[src/rtl/camera_input_bank.sv]
// camera_input_bank: multi-channel camera word capture with an Avalon-MM slave.
// Each channel is synchronised, passed through a stability filter, then held in
// a data register that either tracks the filter (live) or is updated only by an
// atomic snapshot (frozen). Accepted changes latch into a W1C status register
// whose masked OR drives a registered, level-sensitive interrupt.
module camera_input_bank #(
    parameter int NUM_CH      = 10,
    parameter int DATA_W      = 15,
    parameter int SYNC_STAGES = 2,
    parameter int STABLE_CYC  = 4
) (
    input  logic                     clk_clk,
    input  logic                     reset_reset,
    input  logic [NUM_CH*DATA_W-1:0] camera_input_export,
    input  logic [5:0]               avs_address,
    input  logic                     avs_read,
    input  logic                     avs_write,
    input  logic [31:0]              avs_writedata,
    output logic [31:0]              avs_readdata,
    output logic                     irq
);

    if (NUM_CH < 1 || NUM_CH > 32 || DATA_W < 1 || DATA_W > 32 ||
        SYNC_STAGES < 2 || SYNC_STAGES > 4 || STABLE_CYC < 1 || STABLE_CYC > 255) begin : g_bad_param
        $error("camera_input_bank: parameter out of range");
    end

    // The counter holds (identical samples seen - 1), so it reaches CNT_MAX on
    // the cycle in which sync_q has been steady for STABLE_CYC samples.
    localparam logic [7:0] CNT_MAX     = 8'(STABLE_CYC - 1);
    localparam logic [5:0] ADDR_CTRL   = 6'(NUM_CH);
    localparam logic [5:0] ADDR_STATUS = 6'(NUM_CH + 1);
    localparam logic [5:0] ADDR_MASK   = 6'(NUM_CH + 2);

    logic [NUM_CH-1:0] acc_s;
    logic [DATA_W-1:0] dreg_s [NUM_CH];
    logic              freeze_r;
    logic [NUM_CH-1:0] status_r;
    logic [NUM_CH-1:0] mask_r;
    logic [NUM_CH-1:0] w1c_s;
    logic              wr_ctrl_s;
    logic              wr_status_s;
    logic              wr_mask_s;
    logic              snap_s;
    logic [DATA_W-1:0] data_rd_s;
    logic [31:0]       rd_s;
    logic              unused_wdata_s;

    assign unused_wdata_s = ^avs_writedata;

    assign wr_ctrl_s   = avs_write && (avs_address == ADDR_CTRL);
    assign wr_status_s = avs_write && (avs_address == ADDR_STATUS);
    assign wr_mask_s   = avs_write && (avs_address == ADDR_MASK);
    // A snapshot only happens if the same write leaves the block frozen.
    assign snap_s      = wr_ctrl_s && avs_writedata[1] && avs_writedata[0];

    for (genvar ch = 0; ch < NUM_CH; ch++) begin : g_ch
        logic [DATA_W-1:0] sync_r [SYNC_STAGES];
        logic [7:0]        cnt_r;
        logic [DATA_W-1:0] filt_r;
        logic [DATA_W-1:0] dreg_r;
        logic [DATA_W-1:0] sync_q_s;
        logic [DATA_W-1:0] sync_d_s;

        assign sync_q_s  = sync_r[SYNC_STAGES-1];
        assign sync_d_s  = sync_r[SYNC_STAGES-2];
        assign acc_s[ch] = (cnt_r == CNT_MAX) && (sync_q_s != filt_r);
        assign dreg_s[ch] = dreg_r;

        // Synchroniser chain bringing the asynchronous camera word into clk_clk.
        always_ff @(posedge clk_clk or posedge reset_reset) begin
            if (reset_reset) begin
                for (int s = 0; s < SYNC_STAGES; s++) sync_r[s] <= '0;
            end else begin
                sync_r[0] <= camera_input_export[ch*DATA_W +: DATA_W];
                for (int s = 1; s < SYNC_STAGES; s++) sync_r[s] <= sync_r[s-1];
            end
        end

        // Stability counter: cleared on the edge where sync_q takes a new value
        // (looked ahead from the previous stage), else counts up and saturates.
        always_ff @(posedge clk_clk or posedge reset_reset) begin
            if (reset_reset) begin
                cnt_r <= 8'd0;
            end else if (sync_d_s != sync_q_s) begin
                cnt_r <= 8'd0;
            end else if (cnt_r != CNT_MAX) begin
                cnt_r <= cnt_r + 8'd1;
            end else begin
                cnt_r <= cnt_r;
            end
        end

        // Filtered value: accepts sync_q once it has been steady long enough.
        always_ff @(posedge clk_clk or posedge reset_reset) begin
            if (reset_reset) begin
                filt_r <= '0;
            end else if (acc_s[ch]) begin
                filt_r <= sync_q_s;
            end else begin
                filt_r <= filt_r;
            end
        end

        // Data register: snapshot takes the pre-update filter value; otherwise
        // it tracks filter updates only while live.
        always_ff @(posedge clk_clk or posedge reset_reset) begin
            if (reset_reset) begin
                dreg_r <= '0;
            end else if (snap_s) begin
                dreg_r <= filt_r;
            end else if (!freeze_r && acc_s[ch]) begin
                dreg_r <= sync_q_s;
            end else begin
                dreg_r <= dreg_r;
            end
        end
    end

    // W1C mask for the status register, only on a STATUS write.
    always_comb begin
        w1c_s = '0;
        if (wr_status_s) begin
            w1c_s = avs_writedata[NUM_CH-1:0];
        end else begin
            w1c_s = '0;
        end
    end

    // Control, status and mask registers; a new acceptance beats a clear.
    always_ff @(posedge clk_clk or posedge reset_reset) begin
        if (reset_reset) begin
            freeze_r <= 1'b0;
            status_r <= '0;
            mask_r   <= '0;
        end else begin
            freeze_r <= wr_ctrl_s ? avs_writedata[0] : freeze_r;
            mask_r   <= wr_mask_s ? avs_writedata[NUM_CH-1:0] : mask_r;
            status_r <= (status_r & ~w1c_s) | acc_s;
        end
    end

    // Registered interrupt from masked status.
    always_ff @(posedge clk_clk or posedge reset_reset) begin
        if (reset_reset) begin
            irq <= 1'b0;
        end else begin
            irq <= |(status_r & mask_r);
        end
    end

    // Read multiplexer over current register state.
    always_comb begin
        data_rd_s = '0;
        rd_s      = 32'd0;
        for (int i = 0; i < NUM_CH; i++) begin
            data_rd_s = data_rd_s | ((avs_address == 6'(i)) ? dreg_s[i] : '0);
        end
        if (avs_address == ADDR_CTRL) begin
            rd_s[0] = freeze_r;
        end else if (avs_address == ADDR_STATUS) begin
            rd_s[NUM_CH-1:0] = status_r;
        end else if (avs_address == ADDR_MASK) begin
            rd_s[NUM_CH-1:0] = mask_r;
        end else begin
            rd_s[DATA_W-1:0] = data_rd_s;
        end
    end

    // Read data register: latency one, held until the next read.
    always_ff @(posedge clk_clk or posedge reset_reset) begin
        if (reset_reset) begin
            avs_readdata <= 32'd0;
        end else if (avs_read) begin
            avs_readdata <= rd_s;
        end else begin
            avs_readdata <= avs_readdata;
        end
    end

endmodule
[config.mk]
export PLATFORM = sky130hd
export DESIGN_NAME = camera_input_bank
export DESIGN_NICKNAME = d
export VERILOG_FILES = /design/src/rtl/camera_input_bank.sv
export SDC_FILE = /design/constraint.sdc
export NUM_CORES = 2
export LEC_CHECK = 0
export BUFFER_PORTS_ARGS = -buffer_cell sky130_fd_sc_hd__buf_2
export CAP_MARGIN = 20
export CORE_ASPECT_RATIO = 1.2
export CORE_MARGIN = 8
export CORE_UTILIZATION = 46
export CTS_BUF_LIST = sky130_fd_sc_hd__clkbuf_8
export CTS_CLUSTER_SIZE = 14
export DETAILED_ROUTE_END_ITERATION = 16
export PLACE_DENSITY_LB_ADDON = 0.12
export SETUP_SLACK_MARGIN = 0.05
export SLEW_MARGIN = 0
export SYNTH_ARGS = -nofsm -noshare
export SYNTH_HDL_FRONTEND = slang
export SYNTH_SLANG_ARGS = --single-unit
[constraint.sdc]
create_clock -name clk_clk -period 24.6 [get_ports clk_clk]
set_clock_uncertainty 0.1 [all_clocks]
set_input_delay 2.46 -clock clk_clk [delete_from_list [all_inputs] [get_ports clk_clk]]
set_output_delay 2.46 -clock clk_clk [all_outputs]
set_load 0.1 [all_outputs]
==> flow_summary.toml <==
[yosys]
synth_compound_area_frac = 0.0557
synth_xor_area_frac = 0.105
netlist_area_sq_um = 30100
synth_cell_type_count = 64
synth_top_family_by_area = "multiplexers"
synthMuxAreaShare = 0.132
ys_seq_area_frac = 0.597
synth_cells = 2362
synthAdderAreaFrac = 0.00416
synth-seq-cells = 717
synth_edf_count = 0
avgSynthCellArea_sq_um = 12.7
yosys-top-cells-area = "dfrtp_1 (60%), xor2_1 (9.0%), mux2_2 (6.0%)"
yosys.area.top_type = "dfrtp_1"
synth-async-reset-ratio = 1.00
synthSimpleGateAreaFrac = 0.0885
ys.warnings.count = 0
synth_ff_type = "dfrtp_1"
yosys.area.top_type_share = 0.597

[die]
core_region_area_sq_um = 64600
io_pins = 225
die_w_um = 249
dieArea_sq_um = 73800
die_h_um = 296
rows = 102
start_util = 0.466

[power_and_ir_drop]
seqPwrFrac = 0.517
p_int_mw = 1.88
power_switching_mw = 0.619
peakVddDrop_uv = 40.7
power_density_nw_per_um2 = 73.0
clkPwrFrac = 0.421
fin_total_pwr_mw = 2.50
power.leakage_nw = 16.7
comb_power_share = 0.062
swShare = 0.248

[clock_network]
cts_buffer_depth = 3
numCtsBuffers = 115
postCtsSetupRepairBufs = 0
ctsHtreeMaxLevel = 3
clock-root-buffer = "clkbuf_8"
clk_pin_slew_worst_paths_ns = 0.06
hold_buffers = 0
clock-sinks = 717
cts_tree = "yes"
cts.repair.resized = 0
clock_latency_ns = 0.71

[placed_design]
post-dp-hpwl_um = 51100
port_buffers = 185
gp_congestion = 0.903

[critical_path]
crit_family = "buffers and inverters"
worst_path_largest_cell_delay_ns = 0.87
cp-end-kind = "flip-flop"
arrival_ns = 5.71
path_common_cell = "buf_4"
critPathKind = "primary input to flip-flop"
worst-path-buf-inv = 4
cp-start-kind = "primary input"
path_cells = "buf_2 > buf_4 > nor2b_1 > nor2b_2 > nand4_1 > buf_4 > buf_4 > nor2_1 > a21oi_1"
path_max_fanout = 96
slowest_stage = "buf_4"
cp.required_ns = 25.11

[global_routing]
grt_usage = 0.195
grt_max_degree = 186
antenna_found_initial = 11
grt_first_pass_wirelength_um = 113000
grt_pass1_vias = 19600
overflow = 0

[cells_and_area]
mostFrequentLayoutCells = "dfrtp_1 (717), xor2_1 (308), nor2_1 (263)"
areaGrowthSynthToFinish_pct = 13.8
nNetsFinal = 2810
drive_above_1_share = 0.215
final_common_cell = "dfrtp_1"

[detailed_routing]
drt-vias-per-instance = 5.27
wl_um = 71900
postRouteAntennaNets = 0
wl_per_cell_um = 20.3
drcViolationCount = 0
drt_iter0_drc = 1116
firstDrtPassIters = 5
vias = 18700

[timing]
max_clock_freq_ghz = 0.193
worst_pin_slew_ns = 1.12
rsz0062_at_grt = "false"
fin_crit_sh = 0.211
hold_viol = 0
maxSlewViolCount = 0
maxSlewHeadroom = 0.251
setup_violations = 0
period_needed_ns = 5.19
final.setup.tns_ns = 0

[flow_run]
drv_cap = 0

[run_status]
outcome = "complete, no violations"

[hold_path]
hold_class = "flip-flop to flip-flop"
## final cells by class
cell class / instances / area, sq um
fill: 5578 / 30400
sequential: 717 / 17900
multi-input combinational: 1568 / 11600
clock buffer: 152 / 2090
timing repair buffer: 204 / 1110
tap: 832 / 1040
clock inverter: 56 / 344
antenna: 8 / 20.0
inverter: 2 / 15.0
## metal layers
layer  up-vias  global-route usage  wire (um)  part of all wire
met1      9305               0.238      30200              0.42
li1       8751                   -          -                 -
met4         6               0.104       3600             0.050
met2       443               0.317      33900              0.47
met3       160              0.0512       4190             0.058
met5         -                   0         41           0.00057
## kinds of logic after synthesis
logic type | after synthesis
muxes | 358
adders and majority gates | 10
DFF | 717
and+or+nand+nor | 553
AOI/OAI and AO/OA | 270
other | 1
xor gates and xnor gates | 360
buffers and inverters | 93
## power groups by stage
stage	registers, mW	clock network [mW]	logic (mW)
2_1_floorplan	1.30	0	0.101
3_3_place_gp	1.31	0	0.154
3_5_place_dp	1.31	0	0.157
4_1_cts	1.29	1.09	0.158
5_1_grt	1.30	1.14	0.172
6_report	1.29	1.05	0.155
## metrics by stage
stage	util	instance area, sq um	hold slack (ns)	setup slack (ns)	cells
floorplan	-	30100	0.272	1.93	2378
global route	0.529	34200	0.281	19.13	3532
finish	0.530	34200	0.287	19.41	3539
detailed placement	0.491	31700	0.278	18.76	3322
CTS	0.529	34200	0.287	19.51	3530
global placement	0.491	31700	0.282	18.83	3322
## Yosys cell counts, drive strengths merged, types with 2 or more instances
cell,count
nand4,25
dfrtp,717
a22o,7
or2,3
buf,74
nand3,61
o221ai,8
o2bb2ai,6
mux4,13
o21ai,25
mux2,169
nor2b,6
o32ai,2
o22ai,2
a31oi,3
ha,10
o211ai,4
a22oi,22
a221o,2
nand2,50
nor2,266
and3,21
xor2,308
nand2b,12
and3b,3
nor4,61
mux2i,176
a211oi,2
a21oi,163
a221oi,7
nor3,25
nor4b,8
xnor2,52
nand3b,8
a21o,11
clkbuf,17
and2,2
## worst register-to-register path, cell delays in order, from the launching register on
cell and delay [ns]:
dfrtp_1 0.42, ha_1 0.27, nor4b_1 0.28, nand2_1 0.28, nor2_1 0.63, buf_4 0.30, mux2_2 0.35
## worst paths after layout
path                                             to                 from  slack, ns  depth (start not counted)
worst min-delay path            g_ch[7].sync_q_s[6]  g_ch[7].sync_d_s[6]       0.29                          0
worst max register to register    g_ch[3].filt_r[3]     g_ch[3].cnt_r[0]      21.86                          6
worst min register to register  g_ch[7].sync_q_s[6]  g_ch[7].sync_d_s[6]       0.29                          0
worst max-delay path              g_ch[4].dreg_r[9]       avs_address[0]      19.41                          9
max in group asynchronous         g_ch[6].dreg_r[5]          reset_reset      20.23                          4
min in group asynchronous       g_ch[0].sync_d_s[8]          reset_reset       1.87                          2
## sequential cells by signal, summed over array words and instances, names as in the netlist
signal	cells
g_ch.cnt_r	80
g_ch.filt_r	150
freeze_r	1
g_ch.sync_q_s	150
g_ch.sync_d_s	150
g_ch.dreg_r	150
status_r	10
mask_r	10
irq	1
avs_readdata	15
(Power assumes the default switching activity.)
